===== config.mk =====
export PLATFORM = sky130hd
export DESIGN_NAME = dvi_video_timing
export DESIGN_NICKNAME = d
export VERILOG_FILES = /design/src/rtl/dvi_video_timing.sv
export SDC_FILE = /design/constraint.sdc
export NUM_CORES = 1
export LEC_CHECK = 0
export ABC_AREA = 0
export CORE_MARGIN = 2
export CORE_UTILIZATION = 51
export CTS_BUF_LIST = sky130_fd_sc_hd__clkbuf_2
export DETAILED_ROUTE_END_ITERATION = 10
export PLACE_DENSITY = 0.82
export SYNTH_ARGS = -nofsm -noshare
export SYNTH_HDL_FRONTEND = slang
export SYNTH_SLANG_ARGS = --single-unit

===== constraint.sdc =====
create_clock -name clk_pix -period 3 [get_ports clk_pix]
set_input_delay 0.9 -clock clk_pix [delete_from_list [all_inputs] [get_ports clk_pix]]
set_output_delay 0.9 -clock clk_pix [all_outputs]
set_load 0.01 [all_outputs]

===== src/rtl/dvi_video_timing.sv =====
// Pixel-clock raster timing generator that locks a ready/valid RGB888 stream to the raster origin
// and emits de, per-channel pixel data and sync control words for a downstream DVI/TMDS encoder.
module dvi_video_timing #(
    parameter int H_ACTIVE = 1280,
    parameter int H_FP     = 110,
    parameter int H_SYNC   = 40,
    parameter int H_BP     = 220,
    parameter int V_ACTIVE = 720,
    parameter int V_FP     = 5,
    parameter int V_SYNC   = 5,
    parameter int V_BP     = 20,
    parameter int H_POL    = 1,
    parameter int V_POL    = 1
) (
    input  logic        clk_pix,
    input  logic        rst_pix_n,
    input  logic        s_valid,
    output logic        s_ready,
    input  logic [23:0] s_data,
    input  logic        s_first,
    output logic        de,
    output logic [7:0]  data_in_ch0,
    output logic [7:0]  data_in_ch1,
    output logic [7:0]  data_in_ch2,
    output logic [1:0]  ctrl_in_ch0,
    output logic [1:0]  ctrl_in_ch1,
    output logic [1:0]  ctrl_in_ch2,
    output logic        frame_start,
    output logic [15:0] underflow_count
);

    localparam int H_TOTAL = H_ACTIVE + H_FP + H_SYNC + H_BP;
    localparam int V_TOTAL = V_ACTIVE + V_FP + V_SYNC + V_BP;
    localparam int HW      = $clog2(H_TOTAL);
    localparam int VW      = $clog2(V_TOTAL);

    localparam logic [HW-1:0] H_LAST   = HW'(H_TOTAL - 1);
    localparam logic [HW-1:0] H_ACT    = HW'(H_ACTIVE);
    localparam logic [HW-1:0] HS_START = HW'(H_ACTIVE + H_FP);
    localparam logic [HW-1:0] HS_END   = HW'(H_ACTIVE + H_FP + H_SYNC);
    localparam logic [VW-1:0] V_LAST   = VW'(V_TOTAL - 1);
    localparam logic [VW-1:0] V_ACT    = VW'(V_ACTIVE);
    localparam logic [VW-1:0] VS_START = VW'(V_ACTIVE + V_FP);
    localparam logic [VW-1:0] VS_END   = VW'(V_ACTIVE + V_FP + V_SYNC);
    localparam logic          HP       = 1'(H_POL);
    localparam logic          VP       = 1'(V_POL);

    typedef enum logic {ALIGN, RUN} state_t;

    state_t         state_q;
    logic [HW-1:0]  hcnt_q, hcnt_d;
    logic [VW-1:0]  vcnt_q, vcnt_d;
    logic           de_q;
    logic [23:0]    data_q;
    logic [1:0]     ctrl_q;
    logic           frame_start_q;
    logic [15:0]    count_q;

    logic active, origin, hsync_on, vsync_on;
    logic lock, take, fault, ready_int;

    always_comb begin
        active   = (hcnt_q < H_ACT) && (vcnt_q < V_ACT);
        origin   = (hcnt_q == '0) && (vcnt_q == '0);
        hsync_on = (hcnt_q >= HS_START) && (hcnt_q < HS_END);
        vsync_on = (vcnt_q >= VS_START) && (vcnt_q < VS_END);

        // ALIGN only leaves via a frame marker presented exactly at the raster origin.
        lock  = (state_q == ALIGN) && origin && s_valid && s_first;
        take  = (state_q == RUN) && active && s_valid && (!s_first || origin);
        fault = (state_q == RUN) && active && (!s_valid || (s_first && !origin));

        // A misplaced frame marker is refused so the same beat can relock at the next origin.
        if (state_q == ALIGN) begin
            ready_int = s_valid && (!s_first || origin);
        end else begin
            ready_int = active && !(s_valid && s_first && !origin);
        end

        hcnt_d = hcnt_q + 1'b1;
        vcnt_d = vcnt_q;
        if (hcnt_q == H_LAST) begin
            hcnt_d = '0;
            vcnt_d = (vcnt_q == V_LAST) ? '0 : vcnt_q + 1'b1;
        end
    end

    assign s_ready = rst_pix_n && ready_int;

    always_ff @(posedge clk_pix or negedge rst_pix_n) begin
        if (!rst_pix_n) begin
            state_q       <= ALIGN;
            hcnt_q        <= '0;
            vcnt_q        <= '0;
            de_q          <= 1'b0;
            data_q        <= '0;
            ctrl_q        <= {~VP, ~HP};
            frame_start_q <= 1'b0;
            count_q       <= '0;
        end else begin
            hcnt_q        <= hcnt_d;
            vcnt_q        <= vcnt_d;
            de_q          <= active;
            data_q        <= (lock || take) ? s_data : '0;
            ctrl_q        <= {vsync_on ? VP : ~VP, hsync_on ? HP : ~HP};
            frame_start_q <= origin;
            if (fault && (count_q != 16'hFFFF)) begin
                count_q <= count_q + 16'd1;
            end
            if (lock) begin
                state_q <= RUN;
            end else if (fault) begin
                state_q <= ALIGN;
            end
        end
    end

    assign de              = de_q;
    assign data_in_ch0     = data_q[7:0];
    assign data_in_ch1     = data_q[15:8];
    assign data_in_ch2     = data_q[23:16];
    assign ctrl_in_ch0     = ctrl_q;
    assign ctrl_in_ch1     = 2'b00;
    assign ctrl_in_ch2     = 2'b00;
    assign frame_start     = frame_start_q;
    assign underflow_count = count_q;

endmodule

==> results of run 1 <==
power by group:
part	switching (mW)	internal (mW)
clock network	0.338	0.191
registers	0.00830	0.902
logic	0.0465	0.0648
sequential cells by signal (all words and copies together) (netlist names):
signal and flops:
de 1, frame_start 1, vcnt_q 10, underflow_count 16, hcnt_q 11, data_q 24
state_q 1, ctrl_in_ch0 2
through the flow:
| stage | hold WS (ns) | area [sq um] | utilization (%) | std cells | setup WS, ns |
|---|---|---|---|---|---|
| CTS | 0.5038 | 4185 | 70.69 | 478 | -0.3961 |
| global route | 0.5404 | 4193 | 70.82 | 479 | -0.3946 |
| global placement | 0.4867 | 4044 | 68.30 | 459 | -0.2679 |
| finish | 0.5012 | 4193 | 70.82 | 479 | -0.2974 |
| floorplan | 0.4739 | 3120 | - | 301 | 0.2702 |
| detailed placement | 0.4780 | 4044 | 68.30 | 459 | -0.2936 |
routing by layer:
layer,up-vias,track usage [%]
li1,1239,-
met1,1225,29.65
met2,86,37.48
met3,8,4.505
met4,0,10.33
met5,-,0
worst max-delay path by stage:
stage	end	slack, ns	cells after the start
finish	s_ready	-0.30	6
global route	s_ready	-0.39	6
CTS	s_ready	-0.40	6
global placement	s_ready	-0.27	5
floorplan	s_ready	0.27	5
detailed placement	s_ready	-0.29	5
worst max-delay path, stage by stage (launching register included):
cell	delay [ns]
dfrtp_1	0.41
or4_4	0.53
or4_4	0.45
nor2_4	0.12
or3_1	0.11
o2111a_1	0.15
buf_2	0.12
final cells by class:
cell class	instances	area (sq um)
fillers	427	1728
flip-flops and latches	66	1652
multi-input cells	211	1363
repair buffers	102	935.9
well taps	75	93.84
clock inverters	7	70.07
clock buffers	9	45.04
inverters	9	33.78
layout by cell type, fill, tap and decap left out, types with 6 or more instances in the layout:
cell type        Yosys  routed
nor3_1              12      12
ha_1                 8       8
xnor2_1             12      12
nand3_1             14      14
clkbuf_2             0       9
clkdlybuf4s50_1      0      70
nor2_1              15      15
nand2_1             25      25
nor4_1               6       6
inv_1                9       9
and2_1              25      25
buf_4                4      30
o21ai_0             15      15
xor2_1              11      11
dfrtp_1             66      66
nand4_1             12      12
timing repair:
item	CTS	global route
pin swaps	4	3
gates resized for setup	6	0
setup buffers	3	1
endpoints found under the setup margin	1	1
kinds of logic (layout without fill, tap and decap cells):
logic type               count (synthesis)  count (layout)  synth area share, %
XOR/XNOR                                23              23                6.479
flip-flops                              66              66                53.12
AND/OR/NAND/NOR                        142             142                25.84
multiplexers                             3               3                1.207
adder cells (fa/ha/maj)                  8               8                3.219
other                                    1               4               0.1206
AO/OA/AOI/OAI                           31              31                6.318
buffers and inverters                   24             127                3.702
==> reports/results.ini, run 1 <==
[sta]
min_period_over_period_pct = 109.9
hold_viol_final = 0
skew_ns = 0.02383
setup_tns_ns = -0.2974
timing.fmax_mhz = 303.3
period_needed_ns = 3.297
fin_ws_ns = -0.2974
tightest_slew_ns = 0.9049
finalMaxSlewViolations = 0
finalSetupViolCount = 1
rsz0062_at_grt = true
max_slew_margin_pct = 39.21

[synthesis]
syn_avg_cell_area_sq_um = 10.43
netlist_top_cells_count = 66 x dfrtp_1, 25 x and2_1, 25 x nand2_1, 15 x nor2_1, 15 x o21ai_0
synth.top_cell.area_share_pct = 53.12
yosysSeqAreaShare_pct = 53.12
yosys_register_bits = 66
synthTopCellsByArea = dfrtp_1 53%, and2_1 5.0%, xnor2_1 3.4%
synth.most_common_cell = dfrtp_1
syn_area_sq_mm = 0.003109
synth_ff_type = dfrtp_1
synth_async_sr_flop_share_pct = 100.0
synth_cell_types = 52
yosysTopAreaCell = dfrtp_1
yosysWarnings = 0
synthCells = 298
synth_edf_count = 0

[power_and_ir_drop]
fin_total_pwr_mw = 1.551
p_per_area_mw_per_mm2 = 369.9
power.leakage_nw = 1.862
vdd_drop_max_mv = 0.3153

[floorplanning]
die_width_microns = 82.08
dieArea_sq_mm = 0.006737
die_height_microns = 82.08
coreArea_sq_mm = 0.005921
row_count = 28
io-pin-count = 77
initial_utilization_pct = 52.51

[detailed_routing]
dr_total_vias = 2558
firstDrtPassIters = 4
wl_met2_microns = 3405
routed_wl_microns = 7013
wl_met1_microns = 3053
route.met3.wl_microns = 458
wl_per_cell_microns = 14.64
initialDrtViolationCount = 128
avgViaCountPerCell = 5.340
dr.max_layer_used = met4
drc = 0
ant_nets = 0

[worst_hold_path]
holdCritPathClass = reg -> reg
min_to = underflow_count[15]
whs_path_depth = 1
holdCritStartpoint = underflow_count[15]

[worst_setup_path]
r2r_end = data_q[2]
r2r-start = hcnt_q[8]
ff2ff_path_depth = 8
start_kind = flip-flop
regToRegSetupSlack_ns = 0.44
critPathArrivalTime_ns = 2.40
crit_fanout = 2
startpoint = hcnt_q[8]
required_ns = 2.10
criticalPathCategory = reg -> out
cp-end-kind = primary output

[global_route]
grt_pass1_vias = 2419
grt_max_degree = 67
grt_overflow = 0
antenna_found_initial = 0
grt_pass1_wl_microns = 11630
grt_usage_pct = 22.99

[job]
cap_violations = 0

[status]
violations = setup timing
outcome = finished, violations left

[clock_network]
cts.clk_slew.worst_paths_ns = 0.18
clkLatencyLatePin_ns = 0.52
clock_path_buffers = 2
root_buffer = clkbuf_2
postCtsHoldBufs = 0
cts_tree = done
cts_buffers = 9
ctsHtreeMaxLevel = 3
clock-sinks = 66

[placed_design]
dp_hpwl_microns = 4876
port_buffers = 72
gp_congestion = 0.9004

[layout]
diodes = 0
drive_gt1_share_pct = 14.60
syn_to_final_growth_pct = 34.85
nets = 435

Note: power is estimated with default switching activity, not from simulation.
==> run 2, diff against run 1 <==
Settings changed: SKIP_CTS_REPAIR_TIMING set to 1, SLEW_MARGIN set to 5.
==> run 2 against run 1 <==
The flow still finishes with violations (setup timing). Highest routed layer unchanged. Count of clock-buffer cells in the layout is the same. Critical path type unchanged. Power shrank 0.25%. First-iteration DRC count grew 21%. Combinational power is essentially flat. Fmax is essentially flat. Largest power group unchanged. Critical endpoint unchanged.
==> reports/results.ini, run 2 (synthesis gave the netlist of run 1 again) <==
[status]
outcome = finished, violations left  ; unchanged
violations = setup timing  ; unchanged

[worst_setup_path]
required_ns = 2.10  ; about the same
regToRegSetupSlack_ns = 0.58  ; was 0.44 ns
critPathArrivalTime_ns = 2.40  ; about the same
criticalPathCategory = reg -> out  ; unchanged
start_kind = flip-flop  ; unchanged
cp-end-kind = primary output  ; unchanged
crit_fanout = 2  ; unchanged

[layout]
drive_gt1_share_pct = 13.97  ; was 14.60%
syn_to_final_growth_pct = 34.12  ; was 34.85%
post-route-util_pct = 70.44  ; was 70.82%
nets = 432  ; was 435
register_area_sq_mm = 0.001652  ; unchanged
fillers = 434  ; was 427
stdcell_count = 476  ; was 479
design_area_sq_mm = 0.004170  ; was 0.004193 sq mm
largest_reg_flops = 24  ; unchanged
diodes = 0  ; unchanged
final_common_cell = clkdlybuf4s50_1  ; unchanged
multiInputGateArea_sq_mm = 0.001363  ; unchanged
final_cell_mix = 70 x clkdlybuf4s50_1, 66 x dfrtp_1, 27 x buf_4  ; was 70 x clkdlybuf4s50_1, 66 x dfrtp_1, 30 x buf_4
regMostFlops = data_q  ; unchanged

[clock_network]
root_buffer = clkbuf_2  ; unchanged
ctsHtreeMaxLevel = 3  ; unchanged
clkLatencyLatePin_ns = 0.51  ; was 0.52 ns
clock_path_buffers = 2  ; unchanged
cts.clk_slew.worst_paths_ns = 0.18  ; about the same
cts_tree = done  ; unchanged
cts_buffers = 9  ; unchanged
clock-sinks = 66  ; unchanged

[global_route]
grt_pass1_wl_microns = 11470  ; was 11630 microns
use_met3_pct = 4.396  ; was 4.505%
grt_pass1_vias = 2392  ; was 2419
antenna_found_initial = 0  ; unchanged
use_met2_pct = 36.59  ; was 37.48%
grt_max_degree = 67  ; unchanged
grt_busiest_layer = met2  ; unchanged
met1_usage_pct = 29.58  ; was 29.65%
grt_overflow = 0  ; unchanged
grt_usage_pct = 22.68  ; was 22.99%

[power_and_ir_drop]
power.leakage_nw = 1.846  ; was 1.862 nW
vdd_drop_max_mv = 0.2951  ; was 0.3153 mV
fin_total_pwr_mw = 1.547  ; was 1.551 mW
p_per_area_mw_per_mm2 = 370.9  ; was 369.9 mW/mm^2

[job]
cap_violations = 0  ; unchanged

[placed_design]
preCtsSetupSlack_ns = -0.2936  ; unchanged
port_buffers = 72  ; unchanged
dpl-instance-area_sq_mm = 0.004044  ; unchanged
dp_hpwl_microns = 4876  ; unchanged
place_inst = 459  ; unchanged
gp_congestion = 0.9004  ; unchanged

[detailed_routing]
ant_nets = 0  ; unchanged
wl_per_cell_microns = 14.48  ; was 14.64 microns
avgViaCountPerCell = 5.445  ; was 5.340
initialDrtViolationCount = 155  ; was 128
drc = 0  ; unchanged
routed_wl_microns = 6893  ; was 7013 microns
dr_total_vias = 2592  ; was 2558
firstDrtPassIters = 4  ; unchanged

[floorplanning]
initial_utilization_pct = 52.51  ; unchanged
dieArea_sq_mm = 0.006737  ; unchanged
coreArea_sq_mm = 0.005921  ; unchanged
die_width_microns = 82.08  ; unchanged
row_count = 28  ; unchanged
die_height_microns = 82.08  ; unchanged
io-pin-count = 77  ; unchanged

[sta]
max_slew_margin_pct = 38.53  ; was 39.21%
min_period_over_period_pct = 109.9  ; about the same
finalMaxSlewViolations = 0  ; unchanged
skew_ns = 0.01806  ; was 0.02383 ns
hold_viol_final = 0  ; unchanged
timing.fmax_mhz = 303.3  ; about the same
fin_ws_ns = -0.2970  ; was -0.2974 ns
finalSetupViolCount = 1  ; unchanged
tightest_slew_ns = 0.9150  ; was 0.9049 ns
period_needed_ns = 3.297  ; about the same
rsz0062_at_grt = true  ; unchanged

[worst_hold_path]
holdCritPathClass = reg -> reg  ; unchanged

run 2: per-stage QoR:
step	hold slack, ns	setup TNS (ns)
after floorplan	0.4739	0
after global placement	0.4867	-0.2679
after detailed placement	0.4780	-0.2936
after CTS	0.5038	-0.7829
after global routing	0.5404	-0.3821
final	0.5013	-0.2970
run 2: power breakdown:
| part | switching [mW] | internal, mW |
|---|---|---|
| clock network | 0.335 | 0.191 |
| registers | 0.00804 | 0.902 |
| logic | 0.0462 | 0.0648 |
| total | 0.389 | 1.16 |
run 2: path summary, 6_finish.rpt:
path,from,endpoint,cells after the start
worst max-delay path,hcnt_q[2],s_ready,6
max in group asynchronous,rst_pix_n,hcnt_q[0],2
min in group asynchronous,rst_pix_n,underflow_count[6],2
worst max register to register,hcnt_q[2],underflow_count[1],6
worst min-delay path,underflow_count[15],underflow_count[15],1
worst min register to register,underflow_count[15],underflow_count[15],1
run 2: layout make-up:
class                   count  share of cell area [%]
multi-input cells         211                   32.67
well taps                  75                   2.250
flip-flops and latches     66                   39.60
inverters                   9                  0.8101
clock buffers               9                   1.080
repair buffers             99                   21.90
clock inverters             7                   1.680
run 2: routing by layer:
metal | part of all wire, % | vias to the layer above
met5 | 0 | -
met1 | 43 | 1230
li1 | - | 1235
met4 | 2.1 | 0
met2 | 48 | 113
met3 | 7.4 | 14
run 2: worst max-delay path: stages (launching register included):
cell      delay, ns
dfrtp_1        0.42
or4_4          0.53
or4_4          0.45
nor2_4         0.11
or3_1          0.11
o2111a_1       0.15
buf_2          0.12
